===== config.mk =====
export PLATFORM = sky130hd
export DESIGN_NAME = game_link_uart
export DESIGN_NICKNAME = d
export VERILOG_FILES = /design/src/rtl/game_link_uart.sv
export SDC_FILE = /design/constraint.sdc
export NUM_CORES = 1
export LEC_CHECK = 0
export CAP_MARGIN = 20
export CORE_AREA = 2 2 107 109
export CTS_BUF_LIST = sky130_fd_sc_hd__clkbuf_8
export DETAILED_ROUTE_END_ITERATION = 10
export DIE_AREA = 0 0 109 111
export PLACE_DENSITY = 0.52
export RECOVER_POWER = 100
export SETUP_SLACK_MARGIN = 0.02
export SLEW_MARGIN = 20
export SYNTH_ARGS = -nofsm -noshare
export SYNTH_HDL_FRONTEND = slang
export SYNTH_SLANG_ARGS = --single-unit

===== constraint.sdc =====
create_clock -name pclk -period 2.8 [get_ports pclk]
set_clock_uncertainty 0.2 [all_clocks]
set_input_delay 0.56 -clock pclk [delete_from_list [all_inputs] [get_ports pclk]]
set_output_delay 0.56 -clock pclk [all_outputs]
set_load 0.02 [all_outputs]

===== src/rtl/game_link_uart.sv =====
// game_link_uart: board-to-board serial link for the two-player duck game.
// Exchanges 2-byte frames (header, payload) over an 8N1 UART. Everything is
// clocked by pclk.
//   START frame : HDR_START, 8'h00          -> peer is ready to play
//   SCORE frame : HDR_SCORE, {1'b0, score}  -> peer's score (0..99)
// Ports:
//   pclk              pixel clock
//   rst               asynchronous active-low reset
//   rect_clicked_play 1-cycle pulse, local PLAY click (send START, local ready)
//   state[1:0]        game state; entering SCORE_STATE sends a SCORE frame
//   my_score[6:0]     local score, sampled when the SCORE frame starts
//   rx                serial in from peer (asynchronous)
//   tx                serial out to peer
//   uart_start        1-cycle pulse when both sides are ready
//   op_score[6:0]     last valid score received from the peer
//   link_err          sticky error flag (framing error or bad payload)
module game_link_uart #(
    parameter int         CLKS_PER_BIT = 651,
    parameter logic [1:0] SCORE_STATE  = 2'b11,
    parameter logic [7:0] HDR_START    = 8'hA5,
    parameter logic [7:0] HDR_SCORE    = 8'h5A
) (
    input  logic       pclk,
    input  logic       rst,
    input  logic       rect_clicked_play,
    input  logic [1:0] state,
    input  logic [6:0] my_score,
    input  logic       rx,
    output logic       tx,
    output logic       uart_start,
    output logic [6:0] op_score,
    output logic       link_err
);
    localparam int            CW        = $clog2(CLKS_PER_BIT);
    localparam logic [CW-1:0] BIT_LAST  = CW'(CLKS_PER_BIT - 1);
    localparam logic [CW-1:0] HALF_LAST = CW'(CLKS_PER_BIT / 2 - 1);

    // ------------------------------------------------------------ rx sync
    // rx_prev is a third stage used only for falling-edge detection.
    logic rx_s1, rx_s2, rx_prev;
    always_ff @(posedge pclk or negedge rst) begin
        if (!rst) {rx_s1, rx_s2, rx_prev} <= 3'b111;
        else      {rx_s1, rx_s2, rx_prev} <= {rx, rx_s1, rx_s2};
    end

    // ------------------------------------------------------------ rx byte FSM
    typedef enum logic [1:0] {RX_IDLE, RX_START, RX_DATA, RX_STOP} rx_state_t;
    rx_state_t     rx_st, rx_nx;
    logic [CW-1:0] rx_cnt;
    logic [2:0]    rx_bit;
    logic [7:0]    rx_sh;
    logic          rx_good, rx_ferr, byte_valid;

    always_comb begin
        rx_nx   = rx_st;
        rx_good = 1'b0;
        rx_ferr = 1'b0;
        case (rx_st)
            RX_IDLE:  if (rx_prev && !rx_s2) rx_nx = RX_START;
            // mid start bit: a line back at 1 means it was only a glitch
            RX_START: if (rx_cnt == HALF_LAST) rx_nx = rx_s2 ? RX_IDLE : RX_DATA;
            RX_DATA:  if (rx_cnt == BIT_LAST && rx_bit == 3'd7) rx_nx = RX_STOP;
            RX_STOP:  if (rx_cnt == BIT_LAST) begin
                rx_nx   = RX_IDLE;
                rx_good = rx_s2;
                rx_ferr = !rx_s2;
            end
            default:  rx_nx = RX_IDLE;
        endcase
    end

    always_ff @(posedge pclk or negedge rst) begin
        if (!rst) begin
            rx_st      <= RX_IDLE;
            rx_cnt     <= '0;
            rx_bit     <= '0;
            rx_sh      <= '0;
            byte_valid <= 1'b0;
        end else begin
            rx_st      <= rx_nx;
            byte_valid <= rx_good;
            // counter restarts at the half-bit point so later samples land mid-bit
            if (rx_st == RX_IDLE || (rx_st == RX_START && rx_cnt == HALF_LAST) ||
                rx_cnt == BIT_LAST)
                rx_cnt <= '0;
            else
                rx_cnt <= rx_cnt + 1'b1;
            if (rx_st == RX_START) begin
                rx_bit <= '0;
            end else if (rx_st == RX_DATA && rx_cnt == BIT_LAST) begin
                rx_bit <= rx_bit + 3'd1;
                rx_sh  <= {rx_s2, rx_sh[7:1]};
            end
        end
    end

    // ------------------------------------------------------------ frame FSM
    typedef enum logic {R_HDR, R_PAY} fr_state_t;
    fr_state_t fr_st, fr_nx;
    logic      fr_score;     // 1: current frame is SCORE, 0: START
    logic      remote_set, score_set, err_set;

    always_comb begin
        fr_nx      = fr_st;
        remote_set = 1'b0;
        score_set  = 1'b0;
        err_set    = rx_ferr;
        if (rx_ferr) begin
            fr_nx = R_HDR;
        end else if (byte_valid) begin
            case (fr_st)
                R_HDR: if (rx_sh == HDR_START || rx_sh == HDR_SCORE) fr_nx = R_PAY;
                R_PAY: begin
                    fr_nx = R_HDR;
                    if (!fr_score) begin
                        remote_set = (rx_sh == 8'h00);
                        err_set    = (rx_sh != 8'h00);
                    end else begin
                        score_set = !rx_sh[7] && (rx_sh[6:0] <= 7'd99);
                        err_set   = !score_set;
                    end
                end
                default: fr_nx = R_HDR;
            endcase
        end
    end

    always_ff @(posedge pclk or negedge rst) begin
        if (!rst) begin
            fr_st    <= R_HDR;
            fr_score <= 1'b0;
            op_score <= '0;
            link_err <= 1'b0;
        end else begin
            fr_st <= fr_nx;
            if (byte_valid && fr_st == R_HDR) fr_score <= (rx_sh == HDR_SCORE);
            if (score_set) op_score <= rx_sh[6:0];
            if (err_set)   link_err <= 1'b1;
        end
    end

    // ------------------------------------------------------------ handshake
    logic local_ready, remote_ready;
    always_ff @(posedge pclk or negedge rst) begin
        if (!rst) begin
            local_ready  <= 1'b0;
            remote_ready <= 1'b0;
            uart_start   <= 1'b0;
        end else if (local_ready && remote_ready) begin
            uart_start   <= 1'b1;
            local_ready  <= 1'b0;
            remote_ready <= 1'b0;
        end else begin
            uart_start <= 1'b0;
            if (rect_clicked_play) local_ready  <= 1'b1;
            if (remote_set)        remote_ready <= 1'b1;
        end
    end

    // ------------------------------------------------------------ tx path
    typedef enum logic [1:0] {T_IDLE, T_HDR, T_PAY} tx_state_t;
    tx_state_t     tx_st, tx_nx;
    logic [CW-1:0] tx_cnt;
    logic [3:0]    tx_bit;       // 0 = start bit, 9 = stop bit
    logic [9:0]    tx_sh;        // {stop, data, start}; bit 0 drives the line
    logic [7:0]    tx_pay;
    logic [1:0]    state_q;
    logic          start_req, score_req, tx_last, tx_go;

    assign tx      = tx_sh[0];
    assign tx_last = (tx_cnt == BIT_LAST) && (tx_bit == 4'd9);
    // a pending frame starts straight after the previous stop bit, no gap
    assign tx_go   = (tx_st == T_IDLE || (tx_st == T_PAY && tx_last)) &&
                     (start_req || score_req);

    always_comb begin
        tx_nx = tx_st;
        case (tx_st)
            T_IDLE:  if (tx_go) tx_nx = T_HDR;
            T_HDR:   if (tx_last) tx_nx = T_PAY;
            T_PAY:   if (tx_last) tx_nx = tx_go ? T_HDR : T_IDLE;
            default: tx_nx = T_IDLE;
        endcase
    end

    always_ff @(posedge pclk or negedge rst) begin
        if (!rst) begin
            tx_st     <= T_IDLE;
            tx_cnt    <= '0;
            tx_bit    <= '0;
            tx_sh     <= '1;
            tx_pay    <= '0;
            state_q   <= '0;
            start_req <= 1'b0;
            score_req <= 1'b0;
        end else begin
            tx_st   <= tx_nx;
            state_q <= state;

            // START wins when both are pending; each request clears as its frame begins
            if (tx_go && start_req)  start_req <= 1'b0;
            if (tx_go && !start_req) score_req <= 1'b0;
            if (rect_clicked_play)   start_req <= 1'b1;
            if (state == SCORE_STATE && state_q != SCORE_STATE) score_req <= 1'b1;

            if (tx_go) begin
                tx_cnt <= '0;
                tx_bit <= '0;
                tx_sh  <= {1'b1, (start_req ? HDR_START : HDR_SCORE), 1'b0};
                tx_pay <= start_req ? 8'h00 : {1'b0, my_score};
            end else if (tx_st != T_IDLE) begin
                if (tx_cnt == BIT_LAST) begin
                    tx_cnt <= '0;
                    if (tx_bit == 4'd9) begin
                        tx_bit <= '0;
                        tx_sh  <= (tx_st == T_HDR) ? {1'b1, tx_pay, 1'b0} : '1;
                    end else begin
                        tx_bit <= tx_bit + 4'd1;
                        tx_sh  <= {1'b1, tx_sh[9:1]};
                    end
                end else begin
                    tx_cnt <= tx_cnt + 1'b1;
                end
            end
        end
    end

endmodule


==> flow_metrics.py <==
metrics = {
    "outcome": {
        "status": "completed",
    },
    "cells_and_area": {
        "layout.core_utilization": 0.389,
        "most-common-layout-cells": "64 x sky130_fd_sc_hd__dfrtp_1, 35 x sky130_fd_sc_hd__nor2_1, 22 x sky130_fd_sc_hd__o21ai_0, 21 x sky130_fd_sc_hd__mux2_2, 17 x sky130_fd_sc_hd__nand3_1",
        "most_frequent_standard_cell_in_the_layout_excluding_fill_and_tap_cells": "sky130_fd_sc_hd__dfrtp_1",
        "area_growth_pct": 15.2,
        "antenna_cells": 0,
        "finish.instance_area_um2": 4310,
        "post_route_cells_drive_above_1_share": 0.177,
        "finalNetCount": 389,
    },
    "detailed_routing": {
        "drt-initial-drc-count": 165,
        "top_layer": "met4",
        "met1_length_um": 3830,
        "vias": 2663,
        "drt-vias-per-instance": 5.17,
        "routed-wl-met2_um": 3260,
        "postRouteWirelength_um": 7460,
        "drt.antenna.violating_nets": 0,
        "dr.pass1.iters": 5,
        "mean_routed_wirelength_per_cell_um": 14.5,
        "remaining_drc_errors": 0,
        "routed-wl-met3_um": 183,
    },
    "cts": {
        "cts_tree": "done",
        "tritoncts_num_sinks": 76,
        "clock_tree.htree_level_count": 3,
        "tritoncts.num_buffers": 9,
        "clock_tree.root_cell": "sky130_fd_sc_hd__clkbuf_8",
        "clock_latency_ns": 0.36,
        "post_cts_resize_count": 0,
        "max-clock-path-buffers": 2,
        "clk_pin_slew_ns": 0.08,
    },
    "critical_path": {
        "crit_path_arrival_time_ns": 2.58,
        "critical_path_required_ns": 2.85,
        "worst_setup_path_start_kind": "flop",
        "worstSetupPathType": "reg -> reg",
        "cp_max_fo": 7,
        "crit_path_end_kind": "flop",
    },
    "sta": {
        "final_worst_path_period_share": 0.905,
        "finalSetupViolations": 0,
        "rsz0062_at_grt": "false",
        "final.setup.worst_slack_ns": 0.267,
        "relative_slew_margins": 0.376,
        "fmax_ghz": 0.395,
        "period_needed_ns": 2.53,
        "timing.setup.tns_ns": 0,
        "report.final.slew_viol_count": 0,
        "worst_pin_slew_ns": 0.928,
        "final_hold_violating_endpoints": 0,
    },
    "yosys": {
        "yosys_most_used_dff": "sky130_fd_sc_hd__dfrtp_1",
        "synthesis.area_um2": 3740,
        "synth-seq-cells": 76,
        "number_of_nets_produced_by_synthesis": 361,
        "seq_area_frac_synth": 0.512,
        "number_of_flops_mapped_to_enable_cells_by_yosys": 0,
        "synth_cells": 339,
        "synth.yosys.warnings": 0,
        "netlist-cell-type-count": 59,
        "synthesis.area_per_instance_um2": 11.0,
        "async_flop_share": 1.00,
    },
    "die": {
        "die_height_um": 111,
        "initial_core_util": 0.338,
        "count_of_boundary_i_o_pins": 23,
        "placementRows": 39,
        "dieWidth_um": 109,
        "design.core.area_um2": 11100,
        "die_area_um2": 12100,
    },
    "power": {
        "pwr_density_cell_nw_per_um2": 534,
        "total_leakage_power_nw": 1.91,
        "max-vdd-ir-drop_mv": 0.228,
        "report.power.total_w": 0.00230,
    },
    "global_route": {
        "all_layer_gr_usage": 0.137,
        "wire_length_of_the_first_global_routing_pass_um": 13000,
        "number_of_antenna_violations_at_the_first_check_in_global_routing": 0,
        "grt_pass1_vias": 2672,
        "grt_start_max_net_pins": 48,
        "gr-total-overflow": 0,
    },
    "place": {
        "total_of_buffers_placed_on_input_and_output_ports": 22,
        "routabilityCongestion": 0.742,
        "dp_worst_setup_slack_ns": 0.566,
        "dpl_cell_area_um2": 4140,
        "dpl.hpwl_um": 5120,
    },
    "worst_hold_path": {
        "worst_hold_path_type": "reg -> reg",
    },
    "flow_run": {
        "max_cap_viol_count": 0,
    },
}
==> power by group <==
group | switching, W | internal, W | total (W)
combinational | 0.000116 | 0.000101 | 0.000218
clock | 0.000432 | 0.000408 | 0.000840
sequential | 0.0000921 | 0.00115 | 0.00124
total | 0.000641 | 0.00166 | 0.00230
==> registers in the layout, indices dropped and copies added (netlist names), 2 cells and up, named ones only <==
signal and count:
tx_pay 7, rx_bit 3, op_score 7, tx_bit 4, tx_sh 9, tx_cnt 10
state_q 2, rx_cnt 10, rx_sh 8, tx_st 2
==> stage by stage <==
stage | hold WS [ns] | instances
floorplan | 0.0644 | 339
global route | 0.188 | 515
global placement | 0.161 | 498
finish | 0.185 | 515
CTS | 0.171 | 515
detailed placement | 0.162 | 498
==> per-layer routing <==
metal	vias up	GRT usage
met5	-	0
met1	1312	0.196
met2	42	0.195
met3	16	0.0247
li1	1293	-
met4	0	0.0726
==> cell families (layout without fill, tap and decap cells) <==
family          Yosys count  count (layout)  synth area share
fa+ha+maj                 9               9            0.0301
compound gates           61              61             0.123
simple gates            125             125             0.191
xor+xnor                 17              17            0.0398
flops                    76              76             0.512
mux                      25              25            0.0739
buf+inv                  26              59            0.0294
==> final timing paths <==
| check | from | endpoint | slack, ns | cells past startpoint |
|---|---|---|---|---|
| worst max-delay path | rx_cnt[6] | op_score[4] | 0.27 | 4 |
| worst min-delay path | rx_s1 | rx_s2 | 0.19 | 0 |
| worst max register to register | rx_cnt[6] | op_score[4] | 0.27 | 4 |
| worst min register to register | rx_s1 | rx_s2 | 0.19 | 0 |
| max in group asynchronous | rst | rx_prev | 1.29 | 3 |
| min in group asynchronous | rst | tx_pay[3] | 0.47 | 2 |
==> area by class of cell <==
type | instances | area (µm²)
timing repair buffer | 29 | 279
inverter | 14 | 52.6
tap | 143 | 179
clock inverter | 7 | 67.6
clock buffer | 9 | 124
multi-input combinational | 237 | 1690
sequential | 76 | 1920
fill | 1097 | 6770
==> critical path, stage by stage (launching register included) <==
cell and delay [ns]:
sky130_fd_sc_hd__dfrtp_1 0.46, sky130_fd_sc_hd__or3b_1 0.41, sky130_fd_sc_hd__nor4_1 0.77, sky130_fd_sc_hd__nor3_2 0.25, sky130_fd_sc_hd__mux2_2 0.34
==> synthesized netlist by cell type, types with 9 or more instances <==
library cell                instances  area share
sky130_fd_sc_hd__o21ai_0           21       0.028
sky130_fd_sc_hd__dfrtp_1           64        0.43
sky130_fd_sc_hd__nand2_1           16       0.016
sky130_fd_sc_hd__nor2_1            35       0.035
sky130_fd_sc_hd__xnor2_1           11       0.026
sky130_fd_sc_hd__inv_1             14       0.014
sky130_fd_sc_hd__a2bb2oi_1          9       0.021
sky130_fd_sc_hd__dfstp_2           12       0.084
sky130_fd_sc_hd__nand3_1           17       0.023
sky130_fd_sc_hd__mux2_2            21       0.063
sky130_fd_sc_hd__ha_1               9       0.030
==> repair_timing <==
action	CTS	global route
buffers inserted	0	0
hold buffers	1	0
endpoints found under the hold margin	22	0
Power figures use the tool's default switching activity.
